## config.mk

```make
export PLATFORM = sky130hd
export DESIGN_NAME = sevenseg_scan_driver
export DESIGN_NICKNAME = d
export VERILOG_FILES = /design/src/rtl/sevenseg_scan_driver_pkg.sv /design/src/rtl/sevenseg_scan_driver_decode.sv /design/src/rtl/sevenseg_scan_driver.sv
export SDC_FILE = /design/constraint.sdc
export NUM_CORES = 1
export LEC_CHECK = 0
export CAP_MARGIN = 20
export CELL_PAD_IN_SITES_DETAIL_PLACEMENT = 1
export CELL_PAD_IN_SITES_GLOBAL_PLACEMENT = 1
export CORE_MARGIN = 1.5
export CORE_UTILIZATION = 41
export CTS_CLUSTER_DIAMETER = 50
export CTS_CLUSTER_SIZE = 28
export DETAILED_ROUTE_END_ITERATION = 7
export PLACE_DENSITY_LB_ADDON = 0.1
export REMOVE_ABC_BUFFERS = 1
export SLEW_MARGIN = 20
export SYNTH_ARGS = -nofsm -noshare
export SYNTH_HDL_FRONTEND = slang
export SYNTH_SLANG_ARGS = --single-unit
```

## constraint.sdc

```tcl
create_clock -name clock -period 3.31 [get_ports clock]
set_input_delay 0.331 -clock clock [delete_from_list [all_inputs] [get_ports clock]]
set_output_delay 0.331 -clock clock [all_outputs]
set_load 0.02 [all_outputs]
```

## src/rtl/sevenseg_scan_driver_pkg.sv

```systemverilog
// ---------------------------------------------------------------------------
// sevenseg_scan_driver_pkg
//   Shared constants and types for the multiplexed 7-segment display driver.
//   Segment codes are active-low and packed as {g,f,e,d,c,b,a}.
//   No ports (package only).
// ---------------------------------------------------------------------------
package sevenseg_scan_driver_pkg;

  // Width of one BCD/hex digit in the packed data word.
  localparam int NIBBLE_W = 4;

  // All segments dark.
  localparam logic [6:0] SEG_BLANK = 7'h7F;

  // Decimal glyphs (legacy decoder codes).
  localparam logic [6:0] SEG_0 = 7'h40;
  localparam logic [6:0] SEG_1 = 7'h79;
  localparam logic [6:0] SEG_2 = 7'h24;
  localparam logic [6:0] SEG_3 = 7'h30;
  localparam logic [6:0] SEG_4 = 7'h19;
  localparam logic [6:0] SEG_5 = 7'h12;
  localparam logic [6:0] SEG_6 = 7'h02;
  localparam logic [6:0] SEG_7 = 7'h78;
  localparam logic [6:0] SEG_8 = 7'h00;
  localparam logic [6:0] SEG_9 = 7'h10;

  // Hex glyphs A, b, C, d, E, F.
  localparam logic [6:0] SEG_A = 7'h08;
  localparam logic [6:0] SEG_B = 7'h03;
  localparam logic [6:0] SEG_C = 7'h46;
  localparam logic [6:0] SEG_D = 7'h21;
  localparam logic [6:0] SEG_E = 7'h06;
  localparam logic [6:0] SEG_F = 7'h0E;

  // Cathode-side drive for one digit slot.
  typedef struct packed {
    logic [6:0] seg_n;
    logic       dp_n;
  } seg_drive_t;

endpackage

```

## src/rtl/sevenseg_scan_driver_decode.sv

```systemverilog
// ---------------------------------------------------------------------------
// seg7_hex_decode
//   Combinational nibble -> active-low 7-segment code.
//   Ports:
//     nibble_i   [3:0]  digit value
//     hex_mode_i        1 = show 10..15 as A..F, 0 = show them as '0'
//     seg_n_o    [6:0]  {g,f,e,d,c,b,a}, active-low
// ---------------------------------------------------------------------------
module seg7_hex_decode
  import sevenseg_scan_driver_pkg::*;
(
  input  logic [3:0] nibble_i,
  input  logic       hex_mode_i,
  output logic [6:0] seg_n_o
);

  always_comb begin
    seg_n_o = SEG_0;
    case (nibble_i)
      4'h0: seg_n_o = SEG_0;
      4'h1: seg_n_o = SEG_1;
      4'h2: seg_n_o = SEG_2;
      4'h3: seg_n_o = SEG_3;
      4'h4: seg_n_o = SEG_4;
      4'h5: seg_n_o = SEG_5;
      4'h6: seg_n_o = SEG_6;
      4'h7: seg_n_o = SEG_7;
      4'h8: seg_n_o = SEG_8;
      4'h9: seg_n_o = SEG_9;
      // Outside hex mode, 10..15 fall back to '0' like the old decoder did.
      4'hA: seg_n_o = hex_mode_i ? SEG_A : SEG_0;
      4'hB: seg_n_o = hex_mode_i ? SEG_B : SEG_0;
      4'hC: seg_n_o = hex_mode_i ? SEG_C : SEG_0;
      4'hD: seg_n_o = hex_mode_i ? SEG_D : SEG_0;
      4'hE: seg_n_o = hex_mode_i ? SEG_E : SEG_0;
      4'hF: seg_n_o = hex_mode_i ? SEG_F : SEG_0;
      default: seg_n_o = SEG_0;
    endcase
  end

endmodule

```

## src/rtl/sevenseg_scan_driver.sv

```systemverilog
// ---------------------------------------------------------------------------
// sevenseg_scan_driver
//   Time-multiplexed multi-digit 7-segment driver. A packed word is captured
//   into a shadow register; one digit is lit per refresh slot, with all
//   anodes held off for the first GUARD_CYCLES of each slot to avoid ghosting.
//
//   load is a one-cycle strobe with no back-pressure: whenever load=1 on a
//   rising edge, data/dp/blank_mask are captured. There is no ready signal.
//
//   Ports:
//     clock       system clock, rising edge
//     resetn      asynchronous active-low reset
//     load        capture data/dp/blank_mask into the shadow
//     data        nibble i = digit i (digit 0 rightmost)
//     dp          1 = light decimal point of digit i
//     blank_mask  1 = force digit i dark
//     hex_mode    live: 1 = A..F glyphs, 0 = decimal only
//     lz_en       live: 1 = suppress leading zeros
//     seg_n       {g,f,e,d,c,b,a}, active-low, registered
//     dp_n        decimal point, active-low, registered
//     an_n        anode enables, active-low, at most one low, registered
// ---------------------------------------------------------------------------
module sevenseg_scan_driver
  import sevenseg_scan_driver_pkg::*;
#(
  parameter int NUM_DIGITS   = 8,
  parameter int REFRESH_DIV  = 50000,
  parameter int GUARD_CYCLES = 16
) (
  input  logic                           clock,
  input  logic                           resetn,
  input  logic                           load,
  input  logic [NIBBLE_W*NUM_DIGITS-1:0] data,
  input  logic [NUM_DIGITS-1:0]          dp,
  input  logic [NUM_DIGITS-1:0]          blank_mask,
  input  logic                           hex_mode,
  input  logic                           lz_en,
  output logic [6:0]                     seg_n,
  output logic                           dp_n,
  output logic [NUM_DIGITS-1:0]          an_n
);

  localparam int PW = (REFRESH_DIV > 1) ? $clog2(REFRESH_DIV) : 1;
  localparam int IW = (NUM_DIGITS > 1) ? $clog2(NUM_DIGITS) : 1;
  localparam logic [PW-1:0] PRESC_MAX = PW'(REFRESH_DIV - 1);
  localparam logic [IW-1:0] IDX_MAX   = IW'(NUM_DIGITS - 1);

  // Scan state
  logic [PW-1:0] presc_q, presc_d;
  logic [IW-1:0] idx_q, idx_d;

  // Shadow of the CPU-side word
  logic [NIBBLE_W*NUM_DIGITS-1:0] data_q;
  logic [NUM_DIGITS-1:0]          dp_q;
  logic [NUM_DIGITS-1:0]          blank_q;

  // Output register
  seg_drive_t            out_q, out_d;
  logic [NUM_DIGITS-1:0] an_q, an_d;

  // Per-digit derived signals
  logic [NUM_DIGITS-1:0] zero_from;    // nibbles i..NUM_DIGITS-1 all zero
  logic [NUM_DIGITS-1:0] digit_blank;
  logic [3:0]            cur_nib;
  logic                  cur_dp;
  logic                  cur_blank;
  logic [6:0]            dec_seg;
  logic                  in_guard;

  // Prescaler and digit index
  always_comb begin
    presc_d = presc_q + 1'b1;
    idx_d   = idx_q;
    if (presc_q == PRESC_MAX) begin
      presc_d = '0;
      idx_d   = (idx_q == IDX_MAX) ? '0 : idx_q + 1'b1;
    end
  end

  // Leading-zero chain, built from the most significant digit downwards.
  always_comb begin
    zero_from = '0;
    zero_from[NUM_DIGITS-1] =
      (data_q[(NUM_DIGITS-1)*NIBBLE_W +: NIBBLE_W] == 4'h0);
    for (int i = NUM_DIGITS - 2; i >= 0; i--) begin
      zero_from[i] = zero_from[i+1] & (data_q[i*NIBBLE_W +: NIBBLE_W] == 4'h0);
    end
  end

  // Digit 0 is never zero-suppressed so a zero word still shows "0".
  always_comb begin
    digit_blank    = blank_q;
    for (int i = 1; i < NUM_DIGITS; i++) begin
      digit_blank[i] = blank_q[i] | (lz_en & zero_from[i]);
    end
  end

  // Select the digit currently being scanned.
  always_comb begin
    cur_nib   = 4'h0;
    cur_dp    = 1'b0;
    cur_blank = 1'b1;
    for (int i = 0; i < NUM_DIGITS; i++) begin
      if (idx_q == IW'(i)) begin
        cur_nib   = data_q[i*NIBBLE_W +: NIBBLE_W];
        cur_dp    = dp_q[i];
        cur_blank = digit_blank[i];
      end
    end
  end

  seg7_hex_decode u_decode (
    .nibble_i   (cur_nib),
    .hex_mode_i (hex_mode),
    .seg_n_o    (dec_seg)
  );

  // GUARD_CYCLES=0 makes this constantly false, disabling the guard window.
  assign in_guard = (int'(presc_q) < GUARD_CYCLES);

  // Next output word; everything is registered so a mid-slot load only
  // changes the display on a whole-cycle boundary.
  always_comb begin
    out_d.seg_n = SEG_BLANK;
    out_d.dp_n  = 1'b1;
    an_d        = '1;
    if (!in_guard) begin
      for (int i = 0; i < NUM_DIGITS; i++) begin
        an_d[i] = (idx_q != IW'(i));
      end
      // A blank digit keeps its anode on but lights nothing, dp included.
      if (!cur_blank) begin
        out_d.seg_n = dec_seg;
        out_d.dp_n  = ~cur_dp;
      end
    end
  end

  always_ff @(posedge clock or negedge resetn) begin
    if (!resetn) begin
      presc_q     <= '0;
      idx_q       <= '0;
      data_q      <= '0;
      dp_q        <= '0;
      blank_q     <= '0;
      out_q.seg_n <= SEG_BLANK;
      out_q.dp_n  <= 1'b1;
      an_q        <= '1;
    end else begin
      presc_q <= presc_d;
      idx_q   <= idx_d;
      if (load) begin
        data_q  <= data;
        dp_q    <= dp;
        blank_q <= blank_mask;
      end
      out_q <= out_d;
      an_q  <= an_d;
    end
  end

  assign seg_n = out_q.seg_n;
  assign dp_n  = out_q.dp_n;
  assign an_n  = an_q;

endmodule

```

# After elaboration in Yosys (flattened, before gate mapping)
# Index checks and enable logic that the tools add are counted.
word_totals:
  output_inout_bits: 16
  inputBits: 53
  ff_bits: 83
  wordCells: 108
classes:
  eq_ne: 30
  n_bitwise: 21
  muxes: 36
  n_reduce_logical: 10
  order_cmp: 1
  addsub: 2
ops:
  columns: ["cell", "count"]
  rows:
  - ["$pmux 7 s16", 1]
  - ["$mux 7", 5]
  - ["$eq 4x4->1 const B", 8]
  - ["$logic_not 4->1", 8]
  - ["$mux 4", 8]
  - ["$mux 8", 3]
  - ["$add 16x1->16 const B", 1]
  - ["$eq 16x16->1 const B", 1]
  - ["$eq 4x3->1 const B", 4]
  - ["$lt 16x5->1 const B", 1]
  - ["$mux 1", 16]
  - ["$mux 16", 1]
  - ["$and 1x1->1", 13]
  - ["$eq 3x3->1 const B", 4]
  - ["$ne 3x3->1 const B", 4]
  - ["$eq 4x2->1 const B", 2]
  - ["$or 1x1->1", 7]
  - ["$eq 3x2->1 const B", 2]
  - ["$mux 3", 2]
  - ["$ne 3x2->1 const B", 2]
  - ["$eq 4x1->1 const B", 1]
  - ["$add 3x1->3 const B", 1]
  - ["$eq 3x1->1 const B", 1]
  - ["$logic_not 3->1", 1]
  - ["other kinds (3)", 3]

# Logic depth before layout (Yosys ltp)
# Gate-level depths: netlist of run 1.
logic_depth:
  depth_word: 18
  mapped_depth: 12
  mapped_depth_nobuf: 9

# Cells and area by module
# Synthesis of run 1 repeated with hierarchy kept, for this count alone.
unflattened:
  cells_unflattened: 382
  area_unflattened_um2: 4159.0
modules_own_cells:
  columns: ["module", "cells_per_inst", "area_each_um2", "seq_area_each_um2", "n_inst"]
  rows:
  - ["sevenseg_scan_driver", 347, 3923.8, 2097.0, 1]
  - ["seg7_hex_decode", 35, 235.2, 0.0, 1]

# Worst setup path before layout of run 1
# No wires, ideal clock.
synth_path:
  path_type: "register to register"
  from: "register idx_q[2]"
  to: "register, netlist name seg_n[6]"
  period_less_slack_ns: 2.451
  t_arrival_ns: 2.370
  required_time_ns: 3.228
  n_path_buf: 2
  setup_ns: 0.082
  stages_incl_launch_ff: 12
  setup_slack_ns: 0.859
  path_cell_list: "dfrtp_1 inv_1 buf_2 ha_1 buf_2 or2_4 a221oi_2 o22ai_1 a21oi_2 and2b_4 a21bo_1 a211o_1"
synth_lines:
  columns: ["element", "line_no", "rtl"]
  rows:
  - ["start, declared", "sevenseg_scan_driver.sv:50", "logic [IW-1:0] idx_q, idx_d;"]
  - ["start signal, assigned", "sevenseg_scan_driver.sv:151", "idx_q <= idx_d;"]

==> out/metrics.cfg, run 1 <==
[route]
vias = 3164
drt_wl_total_um = 10000
drtIter0Drc = 105
final_antenna_net_count = 0
via_per_inst = 5.33
wire_per_inst_um = 16.9
dr.pass1.iters = 4
drc = 0

[floorplanning]
die_w_um = 103
die_h_um = 103
fp-row-count = 36
pin_count = 69
start_util_pct = 42.2
dieArea_um2 = 10600
core-area_um2 = 9730

[global_routing]
grt_usage_pct = 20.7
grt_pass1_wl_um = 16600
grt_pass1_vias = 3331
gr-usage-met3_pct = 4.47
grt_use_met1_pct = 26.4
antenna_found_initial = 0
grt_max_degree = 54
top_usage_layer = met2
overflow = 0
grtUsageMet2_pct = 35.0

[pwr]
p_leak_nw = 2.10
pwr-share-clk_pct = 33.2
internal_power_mw = 1.62
pwr-share-comb_pct = 14.7
sw_frac_of_total_pct = 26.0
switching_power_uw = 571
ir_drop_mv = 0.269
pwr-share-seq_pct = 52.2
power_density_nw_per_um2 = 429

[sta]
finalMaxSlewViolations = 0
setup_viol = 0
tns_ns = 0
skew_ns = 0.0106
finalCritPeriodShare_pct = 86.1
rsz0062_at_grt = false
relSlewSlack_pct = 40.0
fmax_mhz = 351
tightest_slew_ns = 0.893
hold_violations = 0
post-route-min-period_ns = 2.85

[clocking]
clock_latency_ns = 0.37
clk_pin_slew_ns = 0.08
htreeDepth = 3
clock_path_buffers = 2
root_buffer = clkbuf_8
cts_setup_buffers = 0
cts_buffers = 9
cts_tree = built
clock_sinks = 83
cts_resized = 0

[place]
gp_congestion = 0.807
portBuffers = 68
detailed_place.area_um2 = 4900
dpl.hpwl_um = 7350

[min_path]
worstHoldPathType = in2async

[synth]
synth_area_leaders = dfrtp_1 (41%), mux2_2 (10%), dfstp_2 (10%), nand2_1 (4.2%), a21oi_1 (2.9%)
synth-seq-area-share_pct = 51.1
synth_edf_count = 0
syn_area_um2 = 4100
synth.distinct_cells = 53
synth_area_leader_cell = dfrtp_1
synth.avg_cell_area_um2 = 10.5
ys_ff_latch = 83
ys_warn_count = 0
synth_top_area_share_pct = 40.9
async_flop_share_pct = 100
synth_flop_cell = dfrtp_1
synth_cells = 390

[worst_setup_path]
arrival_ns = 3.14
criticalPathCategory = reg2reg
slowest_delay_ns = 0.58
crit_slowest_cell = ha_1
cp-start-kind = register
required_ns = 3.60
crit_fanout = 18
worstSetupEndpointType = register
r2r_start = idx_q[0]
cp_cell_sequence = inv_1 > ha_1 > nand3b_1 > a221oi_2 > o22ai_1 > a21oi_2 > and2b_4 > a21bo_1 > a211o_1
cp-startpoint = idx_q[0]

[run]
maxCapViolCount = 0

[layout]
nets = 516
antenna_cells = 0
layout-drive-gt1-share_pct = 20.2
fin_area_um2 = 5110
final_cell_mix = dfrtp_1 (67), clkdlybuf4s50_1 (66), nand2_1 (46)
final_util_pct = 52.5
final_common_cell = dfrtp_1
area_growth_pct = 24.5

[outcome]
status = complete, no violations

==> through the flow <==
stage	hold WS (ns)	cells	power, mW	worst slack, ns
2_1_floorplan	0.0354	367	1.31	0.505
3_3_place_gp	0.296	577	1.48	0.627
3_5_place_dp	0.304	577	1.49	0.505
4_1_cts	0.454	594	2.23	0.486
5_1_grt	0.483	594	2.29	0.204
6_report	0.442	594	2.19	0.459
==> critical path, delay by kind of cell, from the launching register on <==
family	cells	cell delay, ns
AOI/OAI and AO/OA	5	1.18
adders and majority gates	1	0.58
buffers and inverters	1	0.13
DFF	1	0.41
and+or+nand+nor	2	0.46
==> worst paths after layout <==
kind | end | cells after the start | slack, ns
max | seg_n[6] | 9 | 0.46
max reg2reg | seg_n[6] | 9 | 0.46
min in group clock | presc_q[0] | 1 | 0.46
min | blank_q[0] | 2 | 0.44
min reg2reg | presc_q[0] | 1 | 0.46
max in group asynchronous | seg_n[3] | 3 | 2.08
==> final cells by class <==
cell class	instances	area (µm²)
inverters	16	60.1
fillers	1081	4620
repair buffers	78	753
clock buffers	11	131
flip-flops and latches	83	2100
clock inverters	5	62.6
well taps	133	166
multi-input cells	268	1840
==> logic make-up (layout without fill, tap and decap cells) <==
logic type	count (synthesis)	count (layout)	synth area share [%]
and+or+nand+nor	130	130	16.0
DFF	83	83	51.1
AOI/OAI and AO/OA	78	78	13.0
buffers and inverters	39	110	4.05
muxes	38	38	10.4
xor gates and xnor gates	15	15	3.20
adders and majority gates	7	7	2.13
==> what timing repair did <==
item                                   4_1_cts  5_1_grt
endpoints found under the hold margin       29        0
setup endpoints to repair                    0        0
hold buffers                                 1        0
==> power by group through the flow <==
| stage | Clock (mW) | Combinational, mW | Sequential, mW |
|---|---|---|---|
| after floorplan | 0 | 0.144 | 1.16 |
| after global placement | 0 | 0.316 | 1.16 |
| after detailed placement | 0 | 0.324 | 1.16 |
| after CTS | 0.754 | 0.327 | 1.14 |
| after global routing | 0.782 | 0.354 | 1.15 |
| final | 0.727 | 0.322 | 1.14 |
==> routing by layer <==
layer  wire, µm  part of all wire [%]
met4        165                   1.6
met2       5010                    50
met5          0                     0
met3        360                   3.6
met1       4490                    45
==> Yosys cell counts, types with 3 or more instances <==
| master | number |
|---|---|
| o211ai_1 | 3 |
| nand3b_1 | 7 |
| ha_1 | 7 |
| buf_2 | 10 |
| nand4_1 | 4 |
| nor2_1 | 29 |
| nor3_1 | 3 |
| xnor2_1 | 7 |
| nand3_1 | 13 |
| nor4_1 | 5 |
| clkbuf_1 | 8 |
| a21oi_1 | 24 |
| buf_1 | 3 |
| a221oi_1 | 4 |
| xor2_1 | 8 |
| nand2_1 | 46 |
| dfrtp_1 | 67 |
| inv_1 | 16 |
| o21ai_0 | 19 |
| and2_1 | 5 |
| o22ai_1 | 5 |
| mux2_2 | 38 |
| and3_1 | 3 |
| o2bb2ai_1 | 4 |
| dfstp_2 | 16 |
==> state kept, by name, summed over array words and instances (netlist names) <==
name	cells
blank_q	8
an_n	8
presc_q	16
data_q	32
dp_q	8
idx_q	3
seg_n	7
dp_n	1
Note: power is estimated with default switching activity, not from simulation.
==> run 2, diff against run 1 <==
--- a/config.mk
+++ b/config.mk
@@ -8,8 +8,7 @@
 export CAP_MARGIN = 20
 export CELL_PAD_IN_SITES_DETAIL_PLACEMENT = 1
 export CELL_PAD_IN_SITES_GLOBAL_PLACEMENT = 1
-export CORE_MARGIN = 1.5
-export CORE_UTILIZATION = 41
+export CORE_UTILIZATION = 37
 export CTS_CLUSTER_DIAMETER = 50
 export CTS_CLUSTER_SIZE = 28
 export DETAILED_ROUTE_END_ITERATION = 7
==> constraint.sdc (replaced) <==
create_clock -name clock -period 2.6 [get_ports clock]
set_input_delay 0.26 -clock clock [delete_from_list [all_inputs] [get_ports clock]]
set_output_delay 0.26 -clock clock [all_outputs]
set_load 0.02 [all_outputs]
==> out/metrics.cfg, run 2 (synthesis gave the netlist of run 1 again) <==
[outcome]
status = complete, no violations

[layout]
largest_register = data_q
nets = 525
finalNonFillerCells = 610
fillers = 1235
layout-drive-gt1-share_pct = 22.3
antenna_cells = 0
final_common_cell = dfrtp_1
reg.largest.list = data_q x32, presc_q x16
fin_area_um2 = 5190
largest_reg_flops = 32
final_util_pct = 47.9
area_growth_pct = 26.4
final_cell_mix = dfrtp_1 (67), clkdlybuf4s50_1 (66), nand2_1 (46)

[worst_setup_path]
cp-start-kind = register
cp-startpoint = idx_q[1]
criticalPathCategory = reg2reg
r2r_cells = 8
crit_fanout = 18
required_ns = 2.90
r2r_start = idx_q[1]
r2r_end = seg_n[6]
setup.worst_path.end = seg_n[6]
arrival_ns = 2.70
rrSetupSlack_ns = 0.20
worstSetupEndpointType = register

[route]
drt_wl_total_um = 10300
final_antenna_net_count = 0
wire_per_inst_um = 16.9
drc = 0
via_per_inst = 5.27
dr.pass1.iters = 4
drtIter0Drc = 85
vias = 3213

[sta]
skew_ns = 0.0126
rsz0062_at_grt = true
setup_slack_ns = 0.203
hold_violations = 0
whs_ns = 0.440
finalMaxSlewViolations = 0
relSlewSlack_pct = 56.4
post-route-min-period_ns = 2.40
tightest_slew_ns = 0.654
finalCritPeriodShare_pct = 92.2
fmax_mhz = 417
tns_ns = 0
setup_viol = 0

[pwr]
ir_drop_mv = 0.222
power_density_nw_per_um2 = 528
total_power_mw = 2.74
p_leak_nw = 2.14

[floorplanning]
fp-row-count = 38
die_w_um = 107
core-area_um2 = 10800
start_util_pct = 37.9
dieArea_um2 = 11500
pin_count = 69
die_h_um = 107

[place]
detailed_place.area_um2 = 4990
portBuffers = 68
pre_cts_ws_ns = 0.0719
dpl.hpwl_um = 7810
gp_congestion = 0.850
dp.cells = 593

[clocking]
root_buffer = clkbuf_8
clk_pin_slew_ns = 0.08
clock_sinks = 83
cts_tree = built
cts_buffers = 9
htreeDepth = 3
clock_path_buffers = 2
clock_latency_ns = 0.37

[global_routing]
grt_usage_pct = 19.6
antenna_found_initial = 0
grt_pass1_wl_um = 17000
grt_max_degree = 59
overflow = 0
grt_pass1_vias = 3393

[min_path]
worstHoldPathType = in2async

[run]
maxCapViolCount = 0

## run 2: cell types whose count changed in the layout (fill, tap and decap cells not counted)
cell / delta
clkinv_4: -1
ha_1: -4
buf_12: +1
buf_2: +1
clkinv_2: +1
bufinv_16: -1
clkbuf_1: +1
clkinvlp_4: -1
ha_2: +4
buf_4: +7
clkbuf_8: +2
inv_6: -1
## run 2: report_power, final
group	total (mW)	switching, mW	internal (mW)	leakage (nW)
clock	0.867	0.467	0.400	0.0867
combinational	0.414	0.188	0.226	1.07
sequential	1.46	0.0639	1.39	0.985
## run 2: worst min-delay path by stage
stage,start,endpoint,slack (ns),cells after the start
after floorplan,resetn,blank_q[0],-0.04,0
after global placement,resetn,blank_q[1],0.31,1
after detailed placement,resetn,blank_q[1],0.32,1
after CTS,data[16],data_q[16],0.45,3
after global routing,data[10],data_q[10],0.48,3
final,resetn,blank_q[2],0.44,2
## run 2: final cells by class
class	instances	area [µm²]	share of cell area [%]
well taps	140	175	3.38
clock inverters	2	12.5	0.241
flip-flops and latches	83	2100	40.4
repair buffers	87	831	16.0
inverters	16	60.1	1.16
multi-input cells	268	1850	35.7
clock buffers	14	163	3.13
## run 2: what timing repair did
item / 4_1_cts / 5_1_grt
endpoints found under the hold margin: 42 / 0
buffers inserted: 0 / 0
hold buffers: 1 / 0
endpoints found under the setup margin: 0 / 7
resized for setup: 0 / 4
## run 2: worst max-delay path: stages (launching register included)
cell and delay, ns:
dfrtp_1 0.41, inv_1 0.11, ha_2 0.38, nand2_1 0.09, o311ai_1 0.43, o2111ai_2 0.18, a31oi_4 0.25, a21bo_1 0.24
a211o_1 0.23
## run 2: layer usage
metal | part of all wire [%] | global-route usage, %
met1 | 47 | 25.1
met5 | 0 | 0
met4 | 2.5 | 9.98
met2 | 48 | 32.4
met3 | 3.1 | 2.72
==> run 3, diff against run 2 <==
--- a/config.mk
+++ b/config.mk
@@ -5,6 +5,7 @@
 export SDC_FILE = /design/constraint.sdc
 export NUM_CORES = 1
 export LEC_CHECK = 0
+export ABC_CLOCK_PERIOD_IN_PS = 2600
 export CAP_MARGIN = 20
 export CELL_PAD_IN_SITES_DETAIL_PLACEMENT = 1
 export CELL_PAD_IN_SITES_GLOBAL_PLACEMENT = 1
==> results of run 3 <==
No change in the layout: final DEF, timing and power equal those of run 2.
